===== src/rtl/serial_adder_pkg.sv =====
// Shared types and sizing helpers for the bit-serial adder.
package serial_adder_pkg;

    typedef enum logic [1:0] {
        ST_IDLE = 2'd0,
        ST_RUN  = 2'd1,
        ST_DONE = 2'd2
    } state_e;

    localparam int MAX_WIDTH = 64;

    // Counter must hold 0..WIDTH so the last bit index is always representable.
    function automatic int cnt_width(input int width);
        return $clog2(width + 1);
    endfunction

endpackage


===== src/rtl/serial_adder_if.sv =====
// Operand/result handshake bundle for serial_adder.
interface serial_adder_if #(parameter int WIDTH = 8);

    logic             in_valid;
    logic             in_ready;
    logic [WIDTH-1:0] a;
    logic [WIDTH-1:0] b;
    logic             cin;
    logic             out_valid;
    logic             out_ready;
    logic [WIDTH-1:0] sum;
    logic             carry;
    logic             busy;

    modport slave (
        input  in_valid, a, b, cin, out_ready,
        output in_ready, out_valid, sum, carry, busy
    );

    modport master (
        output in_valid, a, b, cin, out_ready,
        input  in_ready, out_valid, sum, carry, busy
    );

endinterface


===== src/rtl/serial_adder_full_adder_cell.sv =====
// Single-bit full adder built from two half adders; the one arithmetic cell of the serial datapath.
module half_adder (
    input  logic x,
    input  logic y,
    output logic s,
    output logic c
);
    assign s = x ^ y;
    assign c = x & y;
endmodule

module full_adder_cell (
    input  logic a,
    input  logic b,
    input  logic ci,
    output logic s,
    output logic co
);
    logic s1_s;
    logic c1_s;
    logic c2_s;

    half_adder u_ha0 (.x(a),    .y(b),  .s(s1_s), .c(c1_s));
    half_adder u_ha1 (.x(s1_s), .y(ci), .s(s),    .c(c2_s));

    assign co = c1_s | c2_s;
endmodule


===== src/rtl/serial_adder.sv =====
// Bit-serial WIDTH-bit adder: one full-adder cell and a carry flop resolve one bit per clock, LSB first.
module serial_adder
    import serial_adder_pkg::*;
#(
    parameter int WIDTH = 8
) (
    input  logic          clk,
    input  logic          rst_n,
    serial_adder_if.slave bus
);

    localparam int               CNT_W    = cnt_width(WIDTH);
    localparam logic [CNT_W-1:0] LAST_BIT = CNT_W'(WIDTH - 1);

    state_e           state_q,     state_d;
    logic [WIDTH-1:0] a_sr_q,      a_sr_d;
    logic [WIDTH-1:0] b_sr_q,      b_sr_d;
    logic [WIDTH-1:0] sum_sr_q,    sum_sr_d;
    logic             c_q,         c_d;
    logic [CNT_W-1:0] cnt_q,       cnt_d;
    logic             in_ready_q,  in_ready_d;
    logic             out_valid_q, out_valid_d;
    logic             busy_q,      busy_d;

    logic             fa_s_s;
    logic             fa_co_s;
    logic [WIDTH-1:0] sum_shift_s;

    full_adder_cell u_fa (
        .a  (a_sr_q[0]),
        .b  (b_sr_q[0]),
        .ci (c_q),
        .s  (fa_s_s),
        .co (fa_co_s)
    );

    // New sum bit enters at the top so that after WIDTH shifts the first bit sits at bit 0.
    generate
        if (WIDTH == 1) begin : g_shift_w1
            assign sum_shift_s = fa_s_s;
        end else begin : g_shift_wn
            assign sum_shift_s = {fa_s_s, sum_sr_q[WIDTH-1:1]};
        end
    endgenerate

    // Next-state and next-output computation for the IDLE/RUN/DONE sequencer.
    always_comb begin
        state_d     = state_q;
        a_sr_d      = a_sr_q;
        b_sr_d      = b_sr_q;
        sum_sr_d    = sum_sr_q;
        c_d         = c_q;
        cnt_d       = cnt_q;
        in_ready_d  = in_ready_q;
        out_valid_d = out_valid_q;
        busy_d      = busy_q;

        case (state_q)
            ST_IDLE: begin
                if (bus.in_valid) begin
                    a_sr_d     = bus.a;
                    b_sr_d     = bus.b;
                    c_d        = bus.cin;
                    cnt_d      = '0;
                    sum_sr_d   = '0;
                    state_d    = ST_RUN;
                    in_ready_d = 1'b0;
                    busy_d     = 1'b1;
                end else begin
                    state_d    = ST_IDLE;
                end
            end
            ST_RUN: begin
                sum_sr_d = sum_shift_s;
                a_sr_d   = a_sr_q >> 1;
                b_sr_d   = b_sr_q >> 1;
                c_d      = fa_co_s;
                cnt_d    = cnt_q + CNT_W'(1);
                if (cnt_q == LAST_BIT) begin
                    state_d     = ST_DONE;
                    busy_d      = 1'b0;
                    out_valid_d = 1'b1;
                end else begin
                    state_d     = ST_RUN;
                end
            end
            ST_DONE: begin
                // A simultaneous in_valid is deliberately not looked at here; acceptance waits for IDLE.
                if (bus.out_ready) begin
                    state_d     = ST_IDLE;
                    out_valid_d = 1'b0;
                    in_ready_d  = 1'b1;
                end else begin
                    state_d     = ST_DONE;
                end
            end
            default: begin
                state_d     = ST_IDLE;
                in_ready_d  = 1'b1;
                out_valid_d = 1'b0;
                busy_d      = 1'b0;
            end
        endcase
    end

    // State, datapath and registered handshake outputs.
    always_ff @(posedge clk or negedge rst_n) begin
        if (!rst_n) begin
            state_q     <= ST_IDLE;
            a_sr_q      <= '0;
            b_sr_q      <= '0;
            sum_sr_q    <= '0;
            c_q         <= 1'b0;
            cnt_q       <= '0;
            in_ready_q  <= 1'b1;
            out_valid_q <= 1'b0;
            busy_q      <= 1'b0;
        end else begin
            state_q     <= state_d;
            a_sr_q      <= a_sr_d;
            b_sr_q      <= b_sr_d;
            sum_sr_q    <= sum_sr_d;
            c_q         <= c_d;
            cnt_q       <= cnt_d;
            in_ready_q  <= in_ready_d;
            out_valid_q <= out_valid_d;
            busy_q      <= busy_d;
        end
    end

    assign bus.in_ready  = in_ready_q;
    assign bus.out_valid = out_valid_q;
    assign bus.busy      = busy_q;
    assign bus.sum       = sum_sr_q;
    assign bus.carry     = c_q;

endmodule


===== src/flat_wrapper.sv =====
// flat-port wrapper written by rule: the top's interface ports become plain ports
module serial_adder_flat import serial_adder_pkg::*;
#(
    parameter int WIDTH = 8
)
  (clk, rst_n, bus_in_valid, bus_a, bus_b, bus_cin, bus_out_ready, bus_in_ready, bus_out_valid, bus_sum, bus_carry, bus_busy);
  serial_adder_if #(.WIDTH(WIDTH)) bus_i ();
  input  logic clk;
  input  logic rst_n;
  input wire logic [$bits(bus_i.in_valid)-1:0] bus_in_valid;
  input wire logic [$bits(bus_i.a)-1:0] bus_a;
  input wire logic [$bits(bus_i.b)-1:0] bus_b;
  input wire logic [$bits(bus_i.cin)-1:0] bus_cin;
  input wire logic [$bits(bus_i.out_ready)-1:0] bus_out_ready;
  output wire logic [$bits(bus_i.in_ready)-1:0] bus_in_ready;
  output wire logic [$bits(bus_i.out_valid)-1:0] bus_out_valid;
  output wire logic [$bits(bus_i.sum)-1:0] bus_sum;
  output wire logic [$bits(bus_i.carry)-1:0] bus_carry;
  output wire logic [$bits(bus_i.busy)-1:0] bus_busy;
  assign bus_i.in_valid = bus_in_valid;
  assign bus_i.a = bus_a;
  assign bus_i.b = bus_b;
  assign bus_i.cin = bus_cin;
  assign bus_i.out_ready = bus_out_ready;
  assign bus_in_ready = bus_i.in_ready;
  assign bus_out_valid = bus_i.out_valid;
  assign bus_sum = bus_i.sum;
  assign bus_carry = bus_i.carry;
  assign bus_busy = bus_i.busy;
  serial_adder #(.WIDTH(WIDTH)) u_core (.clk(clk), .rst_n(rst_n), .bus(bus_i));
endmodule

===== config.mk =====
export PLATFORM = sky130hd
export DESIGN_NAME = serial_adder_flat
export DESIGN_NICKNAME = d
export VERILOG_FILES = /design/src/rtl/serial_adder_pkg.sv /design/src/rtl/serial_adder_if.sv /design/src/rtl/serial_adder_full_adder_cell.sv /design/src/rtl/serial_adder.sv /design/src/flat_wrapper.sv
export SDC_FILE = /design/constraint.sdc
export NUM_CORES = 1
export LEC_CHECK = 0
export CORE_ASPECT_RATIO = 0.75
export CORE_MARGIN = 2
export CORE_UTILIZATION = 49
export DETAILED_ROUTE_END_ITERATION = 7
export PLACE_DENSITY = 0.77
export SYNTH_ARGS = -nofsm -noshare
export SYNTH_HDL_FRONTEND = slang
export SYNTH_SLANG_ARGS = --single-unit

===== constraint.sdc =====
create_clock -name clk -period 1.4 [get_ports clk]
set_input_delay 0.28 -clock clk [delete_from_list [all_inputs] [get_ports clk]]
set_output_delay 0.28 -clock clk [all_outputs]
set_load 0.05 [all_outputs]

==> qor.txt <==
Outcome: finished clean
Yosys warnings: 0
CP Class: flop to flop
Initial Utilization: 0.5180
Syn Inst Count: 141
Vias per inst: 5.401
R2r setup slk: 0.05 ns
CP endpoint kind: flop
Layout cell share with drive strength beyond 1: 0.2011
Slowest CP cell: dfrtp_2
Buffers and inverters on the worst path: 1
Min-Delay Path Class: primary input to async pin
PD cells: 2375 nW/um2
Fmax achieved: 738.3 MHz
Detailed-route via count: 1199
Asr flop ratio synth: 1.000
Clk sink count: 34
EDFF count, synth: 0
Synth Cell Area: 1531 um2
# setup viols final: 0
Sequential share of power: 0.349
Leakage: 0.001004 uW
Max Slew Vio Count: 0
Clock group share of total power: 0.129
Synth Net Count: 164
Maximum vdd drop: 1129 uV
Clk_skew: 0.006294 ns
CP Data Arrival Time: 1.52 ns
Final Cell Area: 2195 um2
Place WS: -0.1877 ns
Total Power: 5212 uW
Starting DRT DRC Count: 62
Final HPWL DP: 2.611 mm
Synth unique cells: 28
Critical Path RT: 1.56 ns
FP Rows: 17
GP Congestion: 0.7257
R2r worst-path depth: 4
Post-synthesis sequential area ratio: 0.5564
Comb pwr share: 0.522
Final worst slack: 0.04552 ns
First-pass GRT wire length: 5.865 mm
Area leader, netlist: dfrtp_1
Internal power: 3149 uW
Switching power: 2063 uW
Initial antenna violation count: 0
Most frequent cell after synthesis: dfrtp_1
CTS tree: done
Largest net degree at the start of global routing: 35
Fin crit period: 1.354 ns
Root buffer cell: clkbuf_8
Reg2reg start: u_core.state_q[1]
Post-route ant nets: 0
Chip height: 52.42 um
Largest stage delay, worst path: 0.46 ns
Routed wire length: 3.541 mm
Crit path max-delay family: flip-flops
Crit-path cells: and2b_1, buf_12, mux2i_2, o21ai_1
Synth top area share: 0.5392
CP max FO: 20
First drt pass iteration count: 4
DIE WIDTH: 68.56 um
Die Area: 3593 um2
Top post-synthesis cells by area: dfrtp_1, mux2i_1, nand2_1
Slew headroom: 0.8453
Clk_lat worst skew: 0.28 ns
Cts hold-fix bufs: 0
GRT overflow: 0
RSZ-0062 raised after global routing: false
Fin nets: 206
P&R area growth vs syn: 43.30%
Max-Cap Viols: 0
Clk slew on worst S/H paths: 0.06 ns
Core area: 2957 um2
Number of global-route vias before repair: 1250
Final Hold Fails: 0
Period utilisation layout: 0.9675
Placed Area: 2102 um2
H-tree depth: 2
Antenna Cells: 0
CTS max path bufs: 2
Routed len/inst: 15.95 um
DRC viols: 0
Total GRT Usage: 0.2339
I/O Buffers: 32
Setup TNS: 0 ns
Seq cells post-synth: 34
Syn avg cell area: 10.86 um2
Boundary Pins: 33
CP Launch Type: flop
CTS buffer count: 5
Synth cell count leaders: dfrtp_1, nand2_1, mux2i_1
Most used DFF post-synth: dfrtp_1
Sw Share: 0.3958
R2R Path End: u_core.b_sr_q[0]
Worst-margin pin slew: 0.2297 ns
-- registers in the layout, indices dropped and copies added, names as in the netlist --
register / cells
u_core.a_sr_q: 8
u_core.b_sr_q: 8
u_core.bus.busy: 1
u_core.bus.carry: 1
u_core.bus.in_ready: 1
u_core.bus.out_valid: 1
u_core.bus.sum: 8
u_core.cnt_q: 4
u_core.state_q: 2
-- area by class of cell --
type	instances	area, um2
flip-flops and latches	34	854.6
fillers	207	762.0
multi-input cells	94	620.6
repair buffers	43	573.1
clock buffers	8	80.08
well taps	38	47.55
inverters	5	18.77
-- stage by stage --
stage / hold WS [ns] / cells / util
2_1_floorplan: -0.01559 / 141 / -
5_1_grt: 0.3815 / 222 / 0.7423
6_report: 0.3705 / 222 / 0.7423
3_3_place_gp: 0.4632 / 214 / 0.7110
4_1_cts: 0.3752 / 222 / 0.7380
3_5_place_dp: 0.4750 / 214 / 0.7110
-- power by group through the flow --
stage	clock [uW]	combinational [uW]	sequential, uW
2_1_floorplan	0	1110	2170
3_3_place_gp	0	2590	1780
3_5_place_dp	0	2710	1820
4_1_cts	689	2720	1810
5_1_grt	724	2940	1860
6_report	675	2720	1820
-- layout by cell type, fill, tap and decap left out, types with 2 or more instances in the layout --
cell,synthesis,layout
inv_1,5,4
a21oi_1,3,3
o21ai_0,6,6
clkbuf_8,0,5
dfrtp_2,0,2
nand3_1,3,3
clkdlybuf4s50_1,0,20
mux2i_1,15,14
nor2b_1,3,2
dfrtp_1,33,31
o21ai_1,13,13
buf_12,0,16
clkbuf_1,0,3
nand2_1,22,22
buf_4,2,7
a22o_1,9,9
nor2_1,7,7
-- cell families (layout without fill, tap and decap cells) --
group,Yosys count,after routing,synth area share
muxes,15,15,0.09804
and+or+nand+nor,41,41,0.1266
adders and majority gates,2,2,0.02124
buffers and inverters,13,56,0.04575
AOI/OAI and AO/OA,36,36,0.1520
DFF,34,34,0.5564
-- how the worst max path moves through the flow --
| stage | from | end | depth (start not counted) |
|---|---|---|---|
| CTS | u_core.state_q[1] | u_core.b_sr_q[0] | 4 |
| global route | u_core.state_q[1] | u_core.a_sr_q[7] | 4 |
| detailed placement | bus_in_valid | u_core.a_sr_q[7] | 4 |
| floorplan | u_core.bus.carry | u_core.bus.carry | 5 |
| finish | u_core.state_q[1] | u_core.b_sr_q[0] | 4 |
| global placement | bus_in_valid | u_core.a_sr_q[7] | 4 |
-- per-layer routing --
metal  vias up  global-route usage  wire [um]
li1        575                   -          -
met1       573              0.2676       1431
met2        38              0.3958       1840
met3        13             0.07097        187
met4         0              0.1133         81
met5         -                   0          0
-- worst register-to-register path, cell delays in order, from the launching register on --
cell and delay, ns:
dfrtp_2 0.46, and2b_1 0.25, buf_12 0.18, mux2i_2 0.26, o21ai_1 0.09
-- timing repair --
item / in CTS / in global routing
resized for setup: 0 / 4
buffers inserted: 0 / 0
setup endpoints to repair: 0 / 3
(Power assumes the default switching activity.)
